### config.mk
export PLATFORM = sky130hd
export DESIGN_NAME = lift_sched
export DESIGN_NICKNAME = d
export VERILOG_FILES = /design/src/rtl/lift_sched.sv
export SDC_FILE = /design/constraint.sdc
export NUM_CORES = 1
export LEC_CHECK = 0
export ABC_AREA = 0
export BUFFER_PORTS_ARGS = -buffer_cell sky130_fd_sc_hd__clkbuf_2
export CAP_MARGIN = 20
export CORE_MARGIN = 2
export CORE_UTILIZATION = 55
export DETAILED_ROUTE_END_ITERATION = 16
export PLACE_DENSITY = 0.88
export SLEW_MARGIN = 15
export SYNTH_ARGS = -nofsm -noshare
export SYNTH_HDL_FRONTEND = slang
export SYNTH_SLANG_ARGS = --single-unit
### constraint.sdc
create_clock -name clk -period 3.5 [get_ports clk]
set_input_delay 0.875 -clock clk [delete_from_list [all_inputs] [get_ports clk]]
set_output_delay 0.875 -clock clk [all_outputs]
set_load 0.03 [all_outputs]
### src/rtl/lift_sched.sv
// SCAN lift scheduler: latches floor calls, sweeps one direction while requests remain ahead,
// times floor-to-floor travel and door dwell on the slowref tick.
module lift_sched #(
    parameter int unsigned NFLOOR = 8,
    parameter int unsigned FW     = 3,
    parameter int unsigned TRAVEL = 4,
    parameter int unsigned DWELL  = 6
) (
    input  logic              clk,
    input  logic              resetb,
    input  logic              slowref,
    input  logic [NFLOOR-1:0] call,
    output logic              upsig,
    output logic              dnsig,
    output logic              moving,
    output logic              door_open,
    output logic [FW-1:0]     floor,
    output logic [NFLOOR-1:0] pend
);

    localparam int unsigned TMAX = (TRAVEL > DWELL) ? TRAVEL : DWELL;
    localparam int unsigned TW   = (TMAX > 1) ? $clog2(TMAX) : 1;

    localparam logic [TW-1:0] TravelLoad = TW'(TRAVEL - 1);
    localparam logic [TW-1:0] DwellLoad  = TW'(DWELL - 1);

    typedef enum logic [1:0] {
        StIdle,
        StMove,
        StDoor
    } state_e;

    state_e            state_q, state_d;
    logic [FW-1:0]     floor_q, floor_d;
    logic [NFLOOR-1:0] pend_q, pend_d;
    logic [TW-1:0]     timer_q, timer_d;
    logic              dir_q, dir_d;
    logic              up_q, up_d;
    logic              dn_q, dn_d;
    logic              moving_q, moving_d;
    logic              door_q, door_d;

    logic [FW-1:0] new_floor;
    logic          tick_done;
    logic          ahead_cur, behind_cur;
    logic          ahead_new, behind_new;

    // Any latched request strictly above (up=1) or strictly below (up=0) floor f.
    function automatic logic calls_ahead(input logic [NFLOOR-1:0] req,
                                         input logic [FW-1:0]     f,
                                         input logic              up);
        logic hit;
        hit = 1'b0;
        for (int unsigned i = 0; i < NFLOOR; i++) begin
            if (up ? (i > 32'(f)) : (i < 32'(f))) begin
                hit = hit | req[i];
            end
        end
        return hit;
    endfunction

    assign new_floor  = dir_q ? (floor_q + FW'(1)) : (floor_q - FW'(1));
    assign tick_done  = slowref && (timer_q == '0);
    assign ahead_cur  = calls_ahead(pend_q, floor_q, dir_q);
    assign behind_cur = calls_ahead(pend_q, floor_q, !dir_q);
    assign ahead_new  = calls_ahead(pend_q, new_floor, dir_q);
    assign behind_new = calls_ahead(pend_q, new_floor, !dir_q);

    always_comb begin
        state_d  = state_q;
        floor_d  = floor_q;
        dir_d    = dir_q;
        up_d     = up_q;
        dn_d     = dn_q;
        moving_d = moving_q;
        door_d   = door_q;
        timer_d  = timer_q;
        pend_d   = pend_q | call;

        if (slowref && (timer_q != '0)) begin
            timer_d = timer_q - TW'(1);
        end

        unique case (state_q)
            StIdle: begin
                if (pend_q[floor_q]) begin
                    state_d         = StDoor;
                    door_d          = 1'b1;
                    timer_d         = DwellLoad;
                    pend_d[floor_q] = 1'b0;
                end else if (ahead_cur || behind_cur) begin
                    state_d  = StMove;
                    dir_d    = ahead_cur ? dir_q : !dir_q;
                    up_d     = dir_d;
                    dn_d     = !dir_d;
                    moving_d = 1'b1;
                    timer_d  = TravelLoad;
                end
            end

            StMove: begin
                if (tick_done) begin
                    floor_d = new_floor;
                    if (pend_q[new_floor]) begin
                        // A call at the arrival floor on this cycle is served too.
                        state_d           = StDoor;
                        moving_d          = 1'b0;
                        door_d            = 1'b1;
                        timer_d           = DwellLoad;
                        pend_d[new_floor] = 1'b0;
                    end else if (ahead_new) begin
                        timer_d = TravelLoad;
                    end else if (behind_new) begin
                        dir_d   = !dir_q;
                        up_d    = dir_d;
                        dn_d    = !dir_d;
                        timer_d = TravelLoad;
                    end else begin
                        state_d  = StIdle;
                        moving_d = 1'b0;
                        up_d     = 1'b0;
                        dn_d     = 1'b0;
                    end
                end
            end

            StDoor: begin
                pend_d[floor_q] = 1'b0;
                if (call[floor_q]) begin
                    // Absorbed call: restart the full dwell, taking priority over closing.
                    timer_d = DwellLoad;
                end else if (tick_done) begin
                    door_d = 1'b0;
                    if (ahead_cur || behind_cur) begin
                        state_d  = StMove;
                        dir_d    = ahead_cur ? dir_q : !dir_q;
                        up_d     = dir_d;
                        dn_d     = !dir_d;
                        moving_d = 1'b1;
                        timer_d  = TravelLoad;
                    end else begin
                        state_d = StIdle;
                        up_d    = 1'b0;
                        dn_d    = 1'b0;
                    end
                end
            end

            default: begin
                state_d  = StIdle;
                moving_d = 1'b0;
                door_d   = 1'b0;
                up_d     = 1'b0;
                dn_d     = 1'b0;
            end
        endcase
    end

    always_ff @(posedge clk or negedge resetb) begin
        if (!resetb) begin
            state_q  <= StIdle;
            floor_q  <= '0;
            pend_q   <= '0;
            timer_q  <= '0;
            dir_q    <= 1'b1;
            up_q     <= 1'b0;
            dn_q     <= 1'b0;
            moving_q <= 1'b0;
            door_q   <= 1'b0;
        end else begin
            state_q  <= state_d;
            floor_q  <= floor_d;
            pend_q   <= pend_d;
            timer_q  <= timer_d;
            dir_q    <= dir_d;
            up_q     <= up_d;
            dn_q     <= dn_d;
            moving_q <= moving_d;
            door_q   <= door_d;
        end
    end

    assign upsig     = up_q;
    assign dnsig     = dn_q;
    assign moving    = moving_q;
    assign door_open = door_q;
    assign floor     = floor_q;
    assign pend      = pend_q;

endmodule

==> flow_summary.yaml <==
outcome:
  status: "finished clean"
yosys:
  synth_nets: 321
  yosys.area_share.xor_xnor_pct: 2.904
  ys_top_cells_by_area: "dfrtp_1, o21ai_0, a21oi_1"
  syn-cell-area_um2: 2370
  syn_inst: 302
  synthMuxAreaShare_pct: 9.609
  ys_seq_area_share_pct: 22.23
  synth_common_cells: "o21ai_0, nand2_1, nor2_1, a21oi_1, dfrtp_1"
  synth-simple-area-share_pct: 21.33
  synth.avg_cell_area_um2: 7.847
  yosysUniqueCellTypes: 65
  synth_edf_count: 0
  yosysWarnings: 0
  post-synth-top-count-cell: "o21ai_0"
  ys.flop_type: "dfrtp_1"
  synth-compound-area-share_pct: 33.74
  synth_top_family_by_area: "compound AO/OA/AOI/OAI gates"
  synthAdderAreaFrac_pct: 4.224
  netlist.top_cell.by_area: "dfrtp_1"
  synth-seq-cells: 21
  netlist.area_leader.share_pct: 21.12
  async_flop_share_pct: 100.0
placement:
  port_buffers: 25
  finalWeightedCongestion: 0.9337
  dp_hpwl_um: 5079
final_layout:
  syn2layout_area_growth_pct: 9.609
  final_nets: 339
  num_antenna_cells: 0
  drive_gt1_share_pct: 19.12
floorplanning:
  num_rows: 23
  io_pins: 26
  die_area_um2: 4850
  core_area_um2: 4086
  die_x_um: 69.64
  fp.dieH_um: 69.64
  initial_utilization_pct: 57.99
clock_tree:
  clk_path_buf_depth: 2
  hold_buffers: 0
  clk_latency_ps: 260
  cts_setup_buffers: 0
  cts_buffers: 3
  cts_tree: "yes"
  cts-htree-levels: 1
  clkSinkCount: 21
  clk_pin_slew_worst_paths_ps: 80
  cts_resized: 0
  cts-root-buf: "clkbuf_8"
grt:
  grt_pass1_wl_um: 11300
  globalRouteOverflowTotal: 0
  grt_max_degree: 23
  antenna_found_initial: 0
  track_usage_pct: 28.73
  grt_pass1_vias: 2345
timing:
  final-setup-viol-count: 0
  period_minus_slack_ps: 3255
  relSlewSlack_pct: 51.12
  finalSetupTns_ps: 0
  fin_crit_sh_pct: 92.99
  slew_violations: 0
  rsz0062_at_grt: "false"
  hold_viol: 0
  worst_slew_pin_slew_ps: 714.7
  clock_skew_ps: 4.662
  fmax_mhz: 307.2
drt:
  first_pass_iters: 6
  drc: 0
  viasPerCell: 7.095
  wl_per_cell_um: 19.36
  drt_iter0_markers: 329
  antenna_left: 0
  vias: 2618
  wirelength_um: 7144
min_path:
  hold_class: "register to register"
run:
  cap_viol_max_count: 0
worst_setup_path:
  cp_cell_sequence: "ha_1, ha_1, nor2b_1, o21bai_2, mux2_2, mux4_2, or4_1, a32o_1"
  max_stage_delay_ps: 520
  worst-setup-path-type: "register to register"
  critical_path_arrival_ps: 3410
  crit_required_ps: 3650
  slowest_stage: "mux4_2"
  critPathBufInv: 0
  crit_path_max_fanout: 13
  critPathLaunchType: "register"
  end_kind: "register"
  cpMostUsedCell: "ha_1"
  crit_family: "multiplexers"
state kept, by name (all words and copies together), names as in the netlist:
signal,cells
upsig,1
timer_q,3
moving,1
dir_q,1
pend,8
door_open,1
state_q,2
floor,3
dnsig,1
through the flow:
stage / std cells / instance area (um^2) / setup WS (ps) / util [%] / hold WS, ps
floorplan: 302 / 2370 / 120.0 / - / 579.4
global placement: 365 / 2551 / 421.3 / 62.43 / 481.9
detailed placement: 365 / 2551 / 288.2 / 62.43 / 499.5
CTS: 369 / 2597 / 272.4 / 63.56 / 518.8
global route: 369 / 2597 / 23.98 / 63.56 / 541.0
finish: 369 / 2597 / 245.3 / 63.56 / 518.4
worst paths after layout:
kind | start | end | slack (ps) | depth (start not counted)
worst max-delay path | floor[0]$_DFFE_PN0P_ | timer_q[0]$_DFF_PN0_ | 250 | 8
worst min-delay path | moving$_DFFE_PN0P_ | moving$_DFFE_PN0P_ | 520 | 1
worst max register to register | floor[0]$_DFFE_PN0P_ | timer_q[0]$_DFF_PN0_ | 250 | 8
worst min register to register | moving$_DFFE_PN0P_ | moving$_DFFE_PN0P_ | 520 | 1
max in group asynchronous | resetb | dir_q$_DFFE_PN1P_ | 2550 | 1
min in group asynchronous | resetb | state_q[1]$_DFFE_PN0P_ | 580 | 1
cells in the final DEF, fill, tap and decap left out, types with 3 or more instances in the layout:
cell,count
nand2b_1,4
clkbuf_8,3
and2_1,4
nand4_1,3
a31oi_1,4
dfrtp_1,20
xnor2_1,4
buf_4,12
mux2i_1,7
and3_1,3
a21oi_1,20
inv_1,10
a211oi_1,3
o32ai_1,4
nor3_1,3
ha_1,8
nor3b_1,4
nand3_1,6
mux2_2,5
nand3b_1,3
a21o_1,4
nand2_1,25
o21a_1,4
o22ai_1,6
mux4_2,4
nor2b_1,7
o21ai_0,32
nor2_1,23
clkbuf_2,25
o211ai_1,8
cell type report:
class	instances	area [um^2]
Tap cell	50	62.56
Timing Repair Buffer	37	215.2
Inverter	12	45.04
Clock buffer	3	41.29
Sequential cell	21	526.8
Fill cell	350	1489
Clock inverter	1	5.005
Multi-Input combinational cell	245	1702
kinds of logic (layout without fill, tap and decap cells):
| group | Yosys count | after routing |
|---|---|---|
| adder cells (fa/ha/maj) | 8 | 8 |
| XOR/XNOR | 7 | 7 |
| AND/OR/NAND/NOR | 96 | 96 |
| flip-flops | 21 | 21 |
| AO/OA/AOI/OAI | 117 | 117 |
| multiplexers | 17 | 17 |
| buffers and inverters | 36 | 53 |
per-layer routing:
metal / routed length (um) / vias up / share of wire (%) / track usage, %
li1: - / 1169 / - / -
met1: 2847 / 1206 / 40 / 39.74
met2: 3201 / 206 / 45 / 45.83
met3: 858 / 37 / 12 / 3.634
met4: 237 / 0 / 3.3 / 11.11
met5: 0 / - / 0 / 0
Power is not shown: default switching activity piles up to over one toggle a cycle in this logic, so the estimate is an artifact.
